===== src/rtl/CPU_def.sv =====
// CPU_def: shared forwarding-select and hazard-FSM types for the pipeline controller
package CPU_def;
  localparam int REG_ADDR_BITS = 5;
  typedef enum logic [1:0] {FWD_RF = 2'b00, FWD_WB = 2'b01, FWD_MEM = 2'b10} fwd_sel_t;
  typedef enum logic [1:0] {RUN, MEM_WAIT, ERR} hz_state_t;
endpackage


===== src/rtl/pipeline_hazard_ctrl_if.sv =====
// pipeline_hazard_ctrl_if: pipeline-side signals seen by the hazard controller
interface pipeline_hazard_ctrl_if #(
  parameter int REG_ADDR_BITS = CPU_def::REG_ADDR_BITS,
  parameter int PERF_BITS = 32
);
  logic [REG_ADDR_BITS-1:0] rs_d, rt_d, rs_e, rt_e;
  logic [REG_ADDR_BITS-1:0] write_reg_e, write_reg_m, write_reg_wb;
  logic reg_write_e, reg_write_m, reg_write_wb;
  logic mem_to_reg_e, mem_to_reg_m;
  logic branch_d, branch_taken_d, jump_d;
  logic mem_req_m, mem_ready;
  logic en_f, en_d, en_e, en_m, en_wb;
  logic flush_d, flush_e, flush_wb;
  logic fwd_a_d, fwd_b_d;
  logic [1:0] fwd_a_e, fwd_b_e;
  logic timeout_err;
  logic [PERF_BITS-1:0] stall_cycles;
  modport master (
    output rs_d, rt_d, rs_e, rt_e, write_reg_e, write_reg_m, write_reg_wb,
    output reg_write_e, reg_write_m, reg_write_wb, mem_to_reg_e, mem_to_reg_m,
    output branch_d, branch_taken_d, jump_d, mem_req_m, mem_ready,
    input en_f, en_d, en_e, en_m, en_wb, flush_d, flush_e, flush_wb,
    input fwd_a_d, fwd_b_d, fwd_a_e, fwd_b_e, timeout_err, stall_cycles
  );
  modport slave (
    input rs_d, rt_d, rs_e, rt_e, write_reg_e, write_reg_m, write_reg_wb,
    input reg_write_e, reg_write_m, reg_write_wb, mem_to_reg_e, mem_to_reg_m,
    input branch_d, branch_taken_d, jump_d, mem_req_m, mem_ready,
    output en_f, en_d, en_e, en_m, en_wb, flush_d, flush_e, flush_wb,
    output fwd_a_d, fwd_b_d, fwd_a_e, fwd_b_e, timeout_err, stall_cycles
  );
endinterface


===== src/rtl/hazard_forward_unit.sv =====
// hazard_forward_unit: register-match comparators for forwarding selects and stall detection
module hazard_forward_unit
  import CPU_def::*;
#(
  parameter int W = REG_ADDR_BITS
) (
  input  logic [W-1:0] rs_d, rt_d, rs_e, rt_e,
  input  logic [W-1:0] write_reg_e, write_reg_m, write_reg_wb,
  input  logic         reg_write_e, reg_write_m, reg_write_wb,
  input  logic         mem_to_reg_e, mem_to_reg_m, branch_d,
  output fwd_sel_t     fwd_a_e, fwd_b_e,
  output logic         fwd_a_d, fwd_b_d, load_stall, branch_stall
);
  logic e_ok, m_ok, wb_ok, ld_e_ok, ld_m_ok;
  // destination qualifiers; register 0 never produces a match
  always_comb begin
    e_ok    = reg_write_e && |write_reg_e;
    m_ok    = reg_write_m && |write_reg_m;
    wb_ok   = reg_write_wb && |write_reg_wb;
    ld_e_ok = mem_to_reg_e && |write_reg_e;
    ld_m_ok = mem_to_reg_m && |write_reg_m;
  end
  // forwarding selects (MEM beats WB) and stall conditions
  always_comb begin
    fwd_a_e      = (m_ok && write_reg_m == rs_e) ? FWD_MEM : (wb_ok && write_reg_wb == rs_e) ? FWD_WB : FWD_RF;
    fwd_b_e      = (m_ok && write_reg_m == rt_e) ? FWD_MEM : (wb_ok && write_reg_wb == rt_e) ? FWD_WB : FWD_RF;
    fwd_a_d      = m_ok && write_reg_m == rs_d;
    fwd_b_d      = m_ok && write_reg_m == rt_d;
    load_stall   = ld_e_ok && (write_reg_e == rs_d || write_reg_e == rt_d);
    branch_stall = branch_d && ((e_ok && (write_reg_e == rs_d || write_reg_e == rt_d)) ||
                                (ld_m_ok && (write_reg_m == rs_d || write_reg_m == rt_d)));
  end
endmodule


===== src/rtl/pipeline_hazard_ctrl.sv =====
// pipeline_hazard_ctrl: stall/flush/forward control, memory-wait sequencing and stall counter
module pipeline_hazard_ctrl #(
  parameter int REG_ADDR_BITS = CPU_def::REG_ADDR_BITS,
  parameter int WAIT_CNT_BITS = 8,
  parameter int MEM_TIMEOUT = 200,
  parameter int PERF_BITS = 32
) (
  input logic clk,
  input logic rst,
  pipeline_hazard_ctrl_if.slave bus
);
  import CPU_def::*;
  hz_state_t state_q, state_d;
  logic [WAIT_CNT_BITS-1:0] wait_cnt_q, wait_cnt_d;
  logic err_q, err_d;
  logic [PERF_BITS-1:0] stall_q, stall_d;
  fwd_sel_t fa_e, fb_e;
  logic fa_d, fb_d, load_stall, branch_stall, mem_wait;
  logic [4:0] en;
  logic [2:0] fl;
  hazard_forward_unit #(.W(REG_ADDR_BITS)) u_fwd (
    .rs_d(bus.rs_d), .rt_d(bus.rt_d), .rs_e(bus.rs_e), .rt_e(bus.rt_e),
    .write_reg_e(bus.write_reg_e), .write_reg_m(bus.write_reg_m), .write_reg_wb(bus.write_reg_wb),
    .reg_write_e(bus.reg_write_e), .reg_write_m(bus.reg_write_m), .reg_write_wb(bus.reg_write_wb),
    .mem_to_reg_e(bus.mem_to_reg_e), .mem_to_reg_m(bus.mem_to_reg_m), .branch_d(bus.branch_d),
    .fwd_a_e(fa_e), .fwd_b_e(fb_e), .fwd_a_d(fa_d), .fwd_b_d(fb_d),
    .load_stall(load_stall), .branch_stall(branch_stall)
  );
  // memory-wait sequencing: entry on a miss, exit on ready, timeout into absorbing ERR
  always_comb begin
    state_d    = state_q;
    wait_cnt_d = wait_cnt_q;
    err_d      = err_q;
    if (state_q == RUN && bus.mem_req_m && !bus.mem_ready) begin
      state_d    = MEM_WAIT;
      wait_cnt_d = WAIT_CNT_BITS'(1);
    end else if (state_q == MEM_WAIT && bus.mem_ready) begin
      state_d    = RUN;
      wait_cnt_d = '0;
    end else if (state_q == MEM_WAIT) begin
      wait_cnt_d = wait_cnt_q + WAIT_CNT_BITS'(1);
      if (wait_cnt_d == WAIT_CNT_BITS'(MEM_TIMEOUT)) begin
        state_d = ERR;
        err_d   = 1'b1;
      end
    end
  end
  // enable/flush priority: reset/ERR, memory wait, memory completion, hazard stall, normal
  always_comb begin
    mem_wait = !bus.mem_ready && ((state_q == RUN && bus.mem_req_m) || state_q == MEM_WAIT);
    en = 5'b11111;
    fl = 3'b000;
    if (rst || state_q == ERR) en = '0;
    else if (mem_wait) begin
      en = 5'b00001;
      fl = 3'b001;
    end else if (state_q == RUN && (load_stall || branch_stall)) begin
      en = 5'b00111;
      fl = 3'b010;
    end else if (state_q == RUN) fl[2] = bus.jump_d || (bus.branch_d && bus.branch_taken_d);
    stall_d = stall_q + PERF_BITS'(!en[4]);
  end
  // drive the interface; forwarding is forced to the register file during reset
  always_comb begin
    {bus.en_f, bus.en_d, bus.en_e, bus.en_m, bus.en_wb} = en;
    {bus.flush_d, bus.flush_e, bus.flush_wb} = fl;
    bus.fwd_a_e      = rst ? 2'b00 : fa_e;
    bus.fwd_b_e      = rst ? 2'b00 : fb_e;
    bus.fwd_a_d      = !rst && fa_d;
    bus.fwd_b_d      = !rst && fb_d;
    bus.timeout_err  = err_q;
    bus.stall_cycles = stall_q;
  end
  // state, wait counter, sticky error and stall counter registers
  always_ff @(posedge clk or posedge rst) begin
    if (rst) begin
      state_q    <= RUN;
      wait_cnt_q <= '0;
      err_q      <= 1'b0;
      stall_q    <= '0;
    end else begin
      state_q    <= state_d;
      wait_cnt_q <= wait_cnt_d;
      err_q      <= err_d;
      stall_q    <= stall_d;
    end
  end
endmodule

===== src/flat_wrapper.sv =====
// flat-port wrapper written by rule: the top's interface ports become plain ports
module pipeline_hazard_ctrl_flat import CPU_def::*;
#(
  parameter int REG_ADDR_BITS = CPU_def::REG_ADDR_BITS,
  parameter int WAIT_CNT_BITS = 8,
  parameter int MEM_TIMEOUT = 200,
  parameter int PERF_BITS = 32
)
  (clk, rst, bus_rs_d, bus_rt_d, bus_rs_e, bus_rt_e, bus_write_reg_e, bus_write_reg_m, bus_write_reg_wb, bus_reg_write_e, bus_reg_write_m, bus_reg_write_wb, bus_mem_to_reg_e, bus_mem_to_reg_m, bus_branch_d, bus_branch_taken_d, bus_jump_d, bus_mem_req_m, bus_mem_ready, bus_en_f, bus_en_d, bus_en_e, bus_en_m, bus_en_wb, bus_flush_d, bus_flush_e, bus_flush_wb, bus_fwd_a_d, bus_fwd_b_d, bus_fwd_a_e, bus_fwd_b_e, bus_timeout_err, bus_stall_cycles);
  pipeline_hazard_ctrl_if #(.REG_ADDR_BITS(REG_ADDR_BITS), .PERF_BITS(PERF_BITS)) bus_i ();
  input logic clk;
  input logic rst;
  input wire logic [$bits(bus_i.rs_d)-1:0] bus_rs_d;
  input wire logic [$bits(bus_i.rt_d)-1:0] bus_rt_d;
  input wire logic [$bits(bus_i.rs_e)-1:0] bus_rs_e;
  input wire logic [$bits(bus_i.rt_e)-1:0] bus_rt_e;
  input wire logic [$bits(bus_i.write_reg_e)-1:0] bus_write_reg_e;
  input wire logic [$bits(bus_i.write_reg_m)-1:0] bus_write_reg_m;
  input wire logic [$bits(bus_i.write_reg_wb)-1:0] bus_write_reg_wb;
  input wire logic [$bits(bus_i.reg_write_e)-1:0] bus_reg_write_e;
  input wire logic [$bits(bus_i.reg_write_m)-1:0] bus_reg_write_m;
  input wire logic [$bits(bus_i.reg_write_wb)-1:0] bus_reg_write_wb;
  input wire logic [$bits(bus_i.mem_to_reg_e)-1:0] bus_mem_to_reg_e;
  input wire logic [$bits(bus_i.mem_to_reg_m)-1:0] bus_mem_to_reg_m;
  input wire logic [$bits(bus_i.branch_d)-1:0] bus_branch_d;
  input wire logic [$bits(bus_i.branch_taken_d)-1:0] bus_branch_taken_d;
  input wire logic [$bits(bus_i.jump_d)-1:0] bus_jump_d;
  input wire logic [$bits(bus_i.mem_req_m)-1:0] bus_mem_req_m;
  input wire logic [$bits(bus_i.mem_ready)-1:0] bus_mem_ready;
  output wire logic [$bits(bus_i.en_f)-1:0] bus_en_f;
  output wire logic [$bits(bus_i.en_d)-1:0] bus_en_d;
  output wire logic [$bits(bus_i.en_e)-1:0] bus_en_e;
  output wire logic [$bits(bus_i.en_m)-1:0] bus_en_m;
  output wire logic [$bits(bus_i.en_wb)-1:0] bus_en_wb;
  output wire logic [$bits(bus_i.flush_d)-1:0] bus_flush_d;
  output wire logic [$bits(bus_i.flush_e)-1:0] bus_flush_e;
  output wire logic [$bits(bus_i.flush_wb)-1:0] bus_flush_wb;
  output wire logic [$bits(bus_i.fwd_a_d)-1:0] bus_fwd_a_d;
  output wire logic [$bits(bus_i.fwd_b_d)-1:0] bus_fwd_b_d;
  output wire logic [$bits(bus_i.fwd_a_e)-1:0] bus_fwd_a_e;
  output wire logic [$bits(bus_i.fwd_b_e)-1:0] bus_fwd_b_e;
  output wire logic [$bits(bus_i.timeout_err)-1:0] bus_timeout_err;
  output wire logic [$bits(bus_i.stall_cycles)-1:0] bus_stall_cycles;
  assign bus_i.rs_d = bus_rs_d;
  assign bus_i.rt_d = bus_rt_d;
  assign bus_i.rs_e = bus_rs_e;
  assign bus_i.rt_e = bus_rt_e;
  assign bus_i.write_reg_e = bus_write_reg_e;
  assign bus_i.write_reg_m = bus_write_reg_m;
  assign bus_i.write_reg_wb = bus_write_reg_wb;
  assign bus_i.reg_write_e = bus_reg_write_e;
  assign bus_i.reg_write_m = bus_reg_write_m;
  assign bus_i.reg_write_wb = bus_reg_write_wb;
  assign bus_i.mem_to_reg_e = bus_mem_to_reg_e;
  assign bus_i.mem_to_reg_m = bus_mem_to_reg_m;
  assign bus_i.branch_d = bus_branch_d;
  assign bus_i.branch_taken_d = bus_branch_taken_d;
  assign bus_i.jump_d = bus_jump_d;
  assign bus_i.mem_req_m = bus_mem_req_m;
  assign bus_i.mem_ready = bus_mem_ready;
  assign bus_en_f = bus_i.en_f;
  assign bus_en_d = bus_i.en_d;
  assign bus_en_e = bus_i.en_e;
  assign bus_en_m = bus_i.en_m;
  assign bus_en_wb = bus_i.en_wb;
  assign bus_flush_d = bus_i.flush_d;
  assign bus_flush_e = bus_i.flush_e;
  assign bus_flush_wb = bus_i.flush_wb;
  assign bus_fwd_a_d = bus_i.fwd_a_d;
  assign bus_fwd_b_d = bus_i.fwd_b_d;
  assign bus_fwd_a_e = bus_i.fwd_a_e;
  assign bus_fwd_b_e = bus_i.fwd_b_e;
  assign bus_timeout_err = bus_i.timeout_err;
  assign bus_stall_cycles = bus_i.stall_cycles;
  pipeline_hazard_ctrl #(.REG_ADDR_BITS(REG_ADDR_BITS), .WAIT_CNT_BITS(WAIT_CNT_BITS), .MEM_TIMEOUT(MEM_TIMEOUT), .PERF_BITS(PERF_BITS)) u_core (.clk(clk), .rst(rst), .bus(bus_i));
endmodule

===== config.mk =====
export PLATFORM = sky130hd
export DESIGN_NAME = pipeline_hazard_ctrl_flat
export DESIGN_NICKNAME = d
export VERILOG_FILES = /design/src/rtl/CPU_def.sv /design/src/rtl/pipeline_hazard_ctrl_if.sv /design/src/rtl/hazard_forward_unit.sv /design/src/rtl/pipeline_hazard_ctrl.sv /design/src/flat_wrapper.sv
export SDC_FILE = /design/constraint.sdc
export NUM_CORES = 1
export LEC_CHECK = 0
export ABC_AREA = 1
export BUFFER_PORTS_ARGS = -buffer_cell sky130_fd_sc_hd__buf_4
export CORE_UTILIZATION = 25
export CTS_CLUSTER_SIZE = 30
export DETAILED_ROUTE_END_ITERATION = 10
export GPL_ROUTABILITY_DRIVEN = 0
export PLACE_DENSITY_LB_ADDON = 0.15
export SLEW_MARGIN = 20
export SYNTH_ARGS = -nofsm -noshare
export SYNTH_HDL_FRONTEND = slang
export SYNTH_SLANG_ARGS = --single-unit

===== constraint.sdc =====
create_clock -name clk -period 2.9 [get_ports clk]
set_input_delay 0 -clock clk [delete_from_list [all_inputs] [get_ports clk]]
set_output_delay 0 -clock clk [all_outputs]
set_load 0.01 [all_outputs]

[After elaboration in Yosys (flattened, before gate mapping)]
Index checks and enable logic that the tools add are counted.
Cells by class
  $add $sub $neg: 2
  equal/unequal tests: 11
  multiplexer cells: 21
  bitwise operators: 2
  reductions and logical operators: 41
Operators with widths (number)
  equality test 5 bit: 8
  adder 32 x 1 -> 32 bit: 1
  two-way mux 8 bit: 3
  logical AND 1 bit: 23
  two-way mux 2 bit: 9
  two-way mux 5 bit: 3
  OR reduction 5 bit: 3
  adder 8 x 1 -> 8 bit, second input constant: 1
  equality test 8 bit, second input constant: 1
  logical OR 1 bit: 7
  two-way mux 3 bit: 2
  nonzero test 3 bit: 2
  two-way mux 1 bit: 4
  AND reduction 4 bit: 1
  zero test 1 bit: 3
  equality test 2 x 1 -> 1 bit, second input constant: 1
  equality test 2 bit, second input constant: 1
  zero test 2 bit: 1
  NOT 1 bit: 2
  AND reduction 2 bit: 1
Word-level totals
  register bits after elaboration: 43
  output and inout port bits: 47
  logic and storage cells: 81

[Logic depth before layout (Yosys ltp)]
  depth after elaboration: 12
  mapped depth: 19
  depth with buffers taken out: 18

[Hierarchy]
From an unflattened synthesis, not the netlist that was laid out.
Second synthesis, totals
  cell total of the unflattened synthesis: 426
  area, all modules: 3100.5 um2
By module, submodules not included
  pipeline_hazard_ctrl: instances 1, cells each 291, area each 2393.5 um2, sequential area each 1076.0 um2
  hazard_forward_unit: instances 1, cells each 135, area each 706.9 um2, sequential area each 0.0 um2

[Least setup slack after synthesis]
No wires, ideal clock.
  kind: register to register
  start: reg u_core.state_q[1]
  end: reg u_core.stall_q[24], in the netlist u_core.bus.stall_cycles[24]
  library setup time: 126 ps
  arrival: 2262 ps
  slack: 511 ps
  cell stages (with the launch flop): 16
  path buffers: 0
  clock period less this slack: 2389 ps
  cells stage by stage: dfrtp_1 > nor2_1 > inv_1 > nor2_1 > clkinv_1 > nand2_1 > nor2_1 > nand2_1 > ha_1 > ha_1 > nand2_1 > nor3_2 > nand2_1 > nor2_2 > nand4_1 > xnor2_1
Between the ends
  word-level cells in the longest chain between the ends: 8
  elaborated cells on any way between the ends: 13
Ends and longest elaborated chain
  start, declared: line pipeline_hazard_ctrl.sv:13  | hz_state_t state_q, state_d;
  start signal, assigned: line pipeline_hazard_ctrl.sv:82  | state_q <= state_d;
  zero test 2 bit: line pipeline_hazard_ctrl.sv:50, pipeline_hazard_ctrl.sv:57
  logical AND 1 bit: line pipeline_hazard_ctrl.sv:50  | mem_wait = !bus.mem_ready && ((state_q == RUN && bus.mem_req_m) || state_q == MEM_WAIT);
  logical OR 1 bit: line pipeline_hazard_ctrl.sv:50
  logical AND 1 bit: line pipeline_hazard_ctrl.sv:50
  two-way mux 5 bit: line pipeline_hazard_ctrl.sv:54  | else if (mem_wait) begin
  two-way mux 5 bit (*): line pipeline_hazard_ctrl.sv:53  | if (rst || state_q == ERR) en = '0;
  zero test 1 bit (*): line pipeline_hazard_ctrl.sv:61  | stall_d = stall_q + PERF_BITS'(!en[4]);
  adder 32 x 1 -> 32 bit (*): line pipeline_hazard_ctrl.sv:61
  net u_core.stall_d[24]: line pipeline_hazard_ctrl.sv:16  | logic [PERF_BITS-1:0] stall_q, stall_d;
  end signal, assigned: line pipeline_hazard_ctrl.sv:85  | stall_q <= stall_d;
  end, declared: line pipeline_hazard_ctrl.sv:16
Mark *: on every way through the listed nets, which the timed path passes. The rest lies on a longest branch.
A chain may end at the register's enable or synchronous reset.

[Final worst setup path]
Ends and elaborated chain as after synthesis.

==> results by group <==
Floorplan
  – Initial Util: 25.9%
  – Die Ht: 111 µm
  – Floorplan row count: 39
  – Total core area: 0.0115 mm²
  – Die W: 111 µm
  – Top Ports: 94
  – Die area: 0.0124 mm²

Logic synthesis
  – Post-synth net total: 469
  – #FFs+latches synth: 43
  – Cells after Synth: 418
  – Synth cell types: 32
  – Yosys top cell by area: dfrtp_1
  – Yosys warns: 0
  – Syn avg cell area: 7.13 µm²
  – Synthesized area: 0.00298 mm²
  – Top cells by area, synth: dfrtp_1 36%, nand2_1 15%, xor2_1 8.5%
  – Sequential fraction of the synthesis area: 36.1%
  – Top-area cell type share of the netlist area: 36.1%

Finish
  – Fin area: 0.00401 mm²
  – Most frequent cells in the layout: 122 x nand2_1, 95 x buf_4, 58 x inv_1
  – Fin util: 34.8%
  – Filler cell count: 1259
  – Layout cells sized above 1: 22.5%
  – Most common cell after layout, fill and taps aside: nand2_1
  – Number of nets in the layout: 566
  – Synth-to-Final Area Change: 34.4%
  – Non-filler instance count after layout: 659
  – Diodes inserted: 0

Worst setup path
  – RR Endpoint: u_core.bus.stall_cycles[24]
  – Setup slack, reg-to-reg: 0.39 ns
  – Crit Path Max Fanout: 7
  – Critical path's slowest cell: dfrtp_1
  – Crit path top cell by count: nand2_1
  – CP Launch Point: u_core.state_q[1]
  – Worst path cell trace: inv_1 -> nand2_1 -> inv_1 -> nand3_1 -> nand2_1 -> nor2_1 -> nand2_1 -> ha_1 -> ha_1 -> nand2_1 -> nor3_2 -> nand2_1 -> nor2_2 -> nand4_1 -> xnor2_1
  – Worst stage delay on the critical path: 0.40 ns
  – Cells on worst reg2reg path: 15
  – WP depth: 15
  – Bufs and invs on worst path: 2
  – FF-to-FF Start: u_core.state_q[1]
  – Data arrival, critical path: 2.67 ns
  – Critical Path Start Type: flop
  – Kind of end point of the critical path: flop
  – Critical Path End: u_core.bus.stall_cycles[24]
  – WS Path Type: reg2reg
  – Worst EP required: 3.06 ns
  – Delay-heaviest family, CP: simple AND/OR/NAND/NOR gates

Drt
  – Detail Route Antenna Nets: 0
  – Vias: 2938
  – Vias/cell: 4.46
  – Post-Route WL: 8430 µm
  – DRC Markers: 8
  – Number of DRC markers in iteration 0: 124
  – Wirelength per Cell: 12.8 µm
  – Drt pass-1 iters: 8

Place
  – PortBufs: 93
  – Post-detail-place hpwl: 7000 µm
  – Post-DP Area: 0.00384 mm²
  – Post-placement cell count: 650

STA
  – RSZ-0062 raised after global routing: false
  – Worst-Margin Slew: 0.567 ns
  – Sum Neg Setup Slack: 0 ns
  – Clock Skew: 0.00472 ns
  – Fin crit share: 86.7%
  – Max-slew violation count: 0
  – Crit path time final: 2.51 ns
  – Rel. slew slack: 62.2%
  – Final Hold Viols: 0
  – Setup-failing EPs final: 0
  – Maximum clock rate: 398 MHz

Clock tree
  – CTS Buf Count: 5
  – Worst-Skew Late Latency: 0.28 ns
  – Worst-path clk slew: 0.06 ns
  – Max Buffers Root-to-Sink: 2
  – Post-CTS Setup Repair Bufs: 0
  – CTS HTree Levels: 2
  – CTS tree: done
  – CTS root buf: clkbuf_16
  – Clock sink count: 43

Pwr
  – Pwr dens: 495 mW/mm²
  – Leak pwr: 0.00208 µW
  – Worst IR Drop VDD: 0.192 mV

GRT
  – First-pass GRT wire length: 14200 µm
  – Largest net degree at the start of global routing: 27
  – Met3 Track Usage GR: 2.68%
  – Layer with the highest usage: met2
  – Vias in the first global route: 2991
  – Met2 usage: 24.1%
  – Grt met1 use: 18.2%
  – GRT Total Usage: 14.2%
  – Congestion Overflow GR: 0
  – Initial antenna violation count: 0

Outcome
  – Result of the run: finished, violations left
  – Failing checks: DRC

Hold path
  – Hold Crit Start: bus_mem_ready
  – HP Class: in2reg

Job
  – Max_cap viols: 0
## flip-flops by register name, summed over array words and instances, names as in the netlist
name,count
u_core.state_q,2
u_core.bus.stall_cycles,32
u_core.bus.timeout_err,1
u_core.wait_cnt_q,8
## cells in the mapped netlist, drive strengths merged
| master | number |
|---|---|
| xnor2 | 16 |
| nand4 | 9 |
| nor4 | 9 |
| ha | 4 |
| nor2 | 47 |
| o21ai | 7 |
| clkinv | 1 |
| inv | 59 |
| buf | 4 |
| a32o | 1 |
| o22ai | 9 |
| clkbuf | 2 |
| nor3 | 15 |
| xor2 | 29 |
| nand2 | 124 |
| nand3 | 24 |
| a211oi | 1 |
| o211ai | 1 |
| o21bai | 1 |
| a21oi | 10 |
| dfrtp | 43 |
| nand3b | 1 |
| and3 | 1 |
## worst min-delay path by stage
stage / end / slack (ns) / depth (start not counted)
after floorplan: bus_fwd_a_d / 0.15 / 2
after global placement: u_core.state_q[0] / 0.21 / 2
after detailed placement: u_core.state_q[0] / 0.22 / 2
after CTS: u_core.wait_cnt_q[1] / 0.09 / 3
after global routing: u_core.wait_cnt_q[1] / 0.12 / 3
final: u_core.wait_cnt_q[1] / 0.10 / 3
## metrics by stage
stage               power, µW  hold slack, ns  worst slack [ns]
floorplan                1130           0.151             0.511
global placement         1420           0.205             0.510
detailed placement       1420           0.215             0.379
CTS                      2020          0.0937             0.365
global route             2130           0.115            0.0173
finish                   1980           0.100             0.387
## power by group
part / total [µW] / internal, µW / leakage [µW] / switching, µW
clock: 585 / 367 / 0.0000772 / 219
combinational: 612 / 262 / 0.00143 / 350
sequential: 787 / 682 / 0.000570 / 105
## cells by family after synthesis
family,share of synthesized area [%]
adder cells (fa/ha/maj),1.68
XOR/XNOR,13.2
AND/OR/NAND/NOR,34.5
AO/OA/AOI/OAI,5.83
flip-flops,36.1
buffers and inverters,8.69
## timing repair
item,in CTS,in global routing
hold buffers,1,0
endpoints found under the hold margin,25,0
resized for setup,0,0
## worst reg2reg max path, stage by stage, from the launching register on
cell and delay, ns:
dfrtp_1 0.40, inv_1 0.08, nand2_1 0.05, inv_1 0.08, nand3_1 0.20, nand2_1 0.13, nor2_1 0.07, nand2_1 0.13
ha_1 0.20, ha_1 0.21, nand2_1 0.12, nor3_2 0.26, nand2_1 0.10, nor2_2 0.12, nand4_1 0.11, xnor2_1 0.14
## cell type report
type                       instances  area (µm²)  area share [%]
clock buffer                       8         156            3.90
inverter                          60         225            5.62
multi-input combinational        309        1650            41.1
sequential                        43        1080            26.9
tap                              143         179            4.47
timing repair buffer              96         723            18.1
## routing by layer
layer	vias to the layer above	wire length, µm
li1	1526	-
met1	1326	3850
met2	77	4020
met3	9	438
met4	0	117
met5	-	0
(Power assumes the default switching activity.)
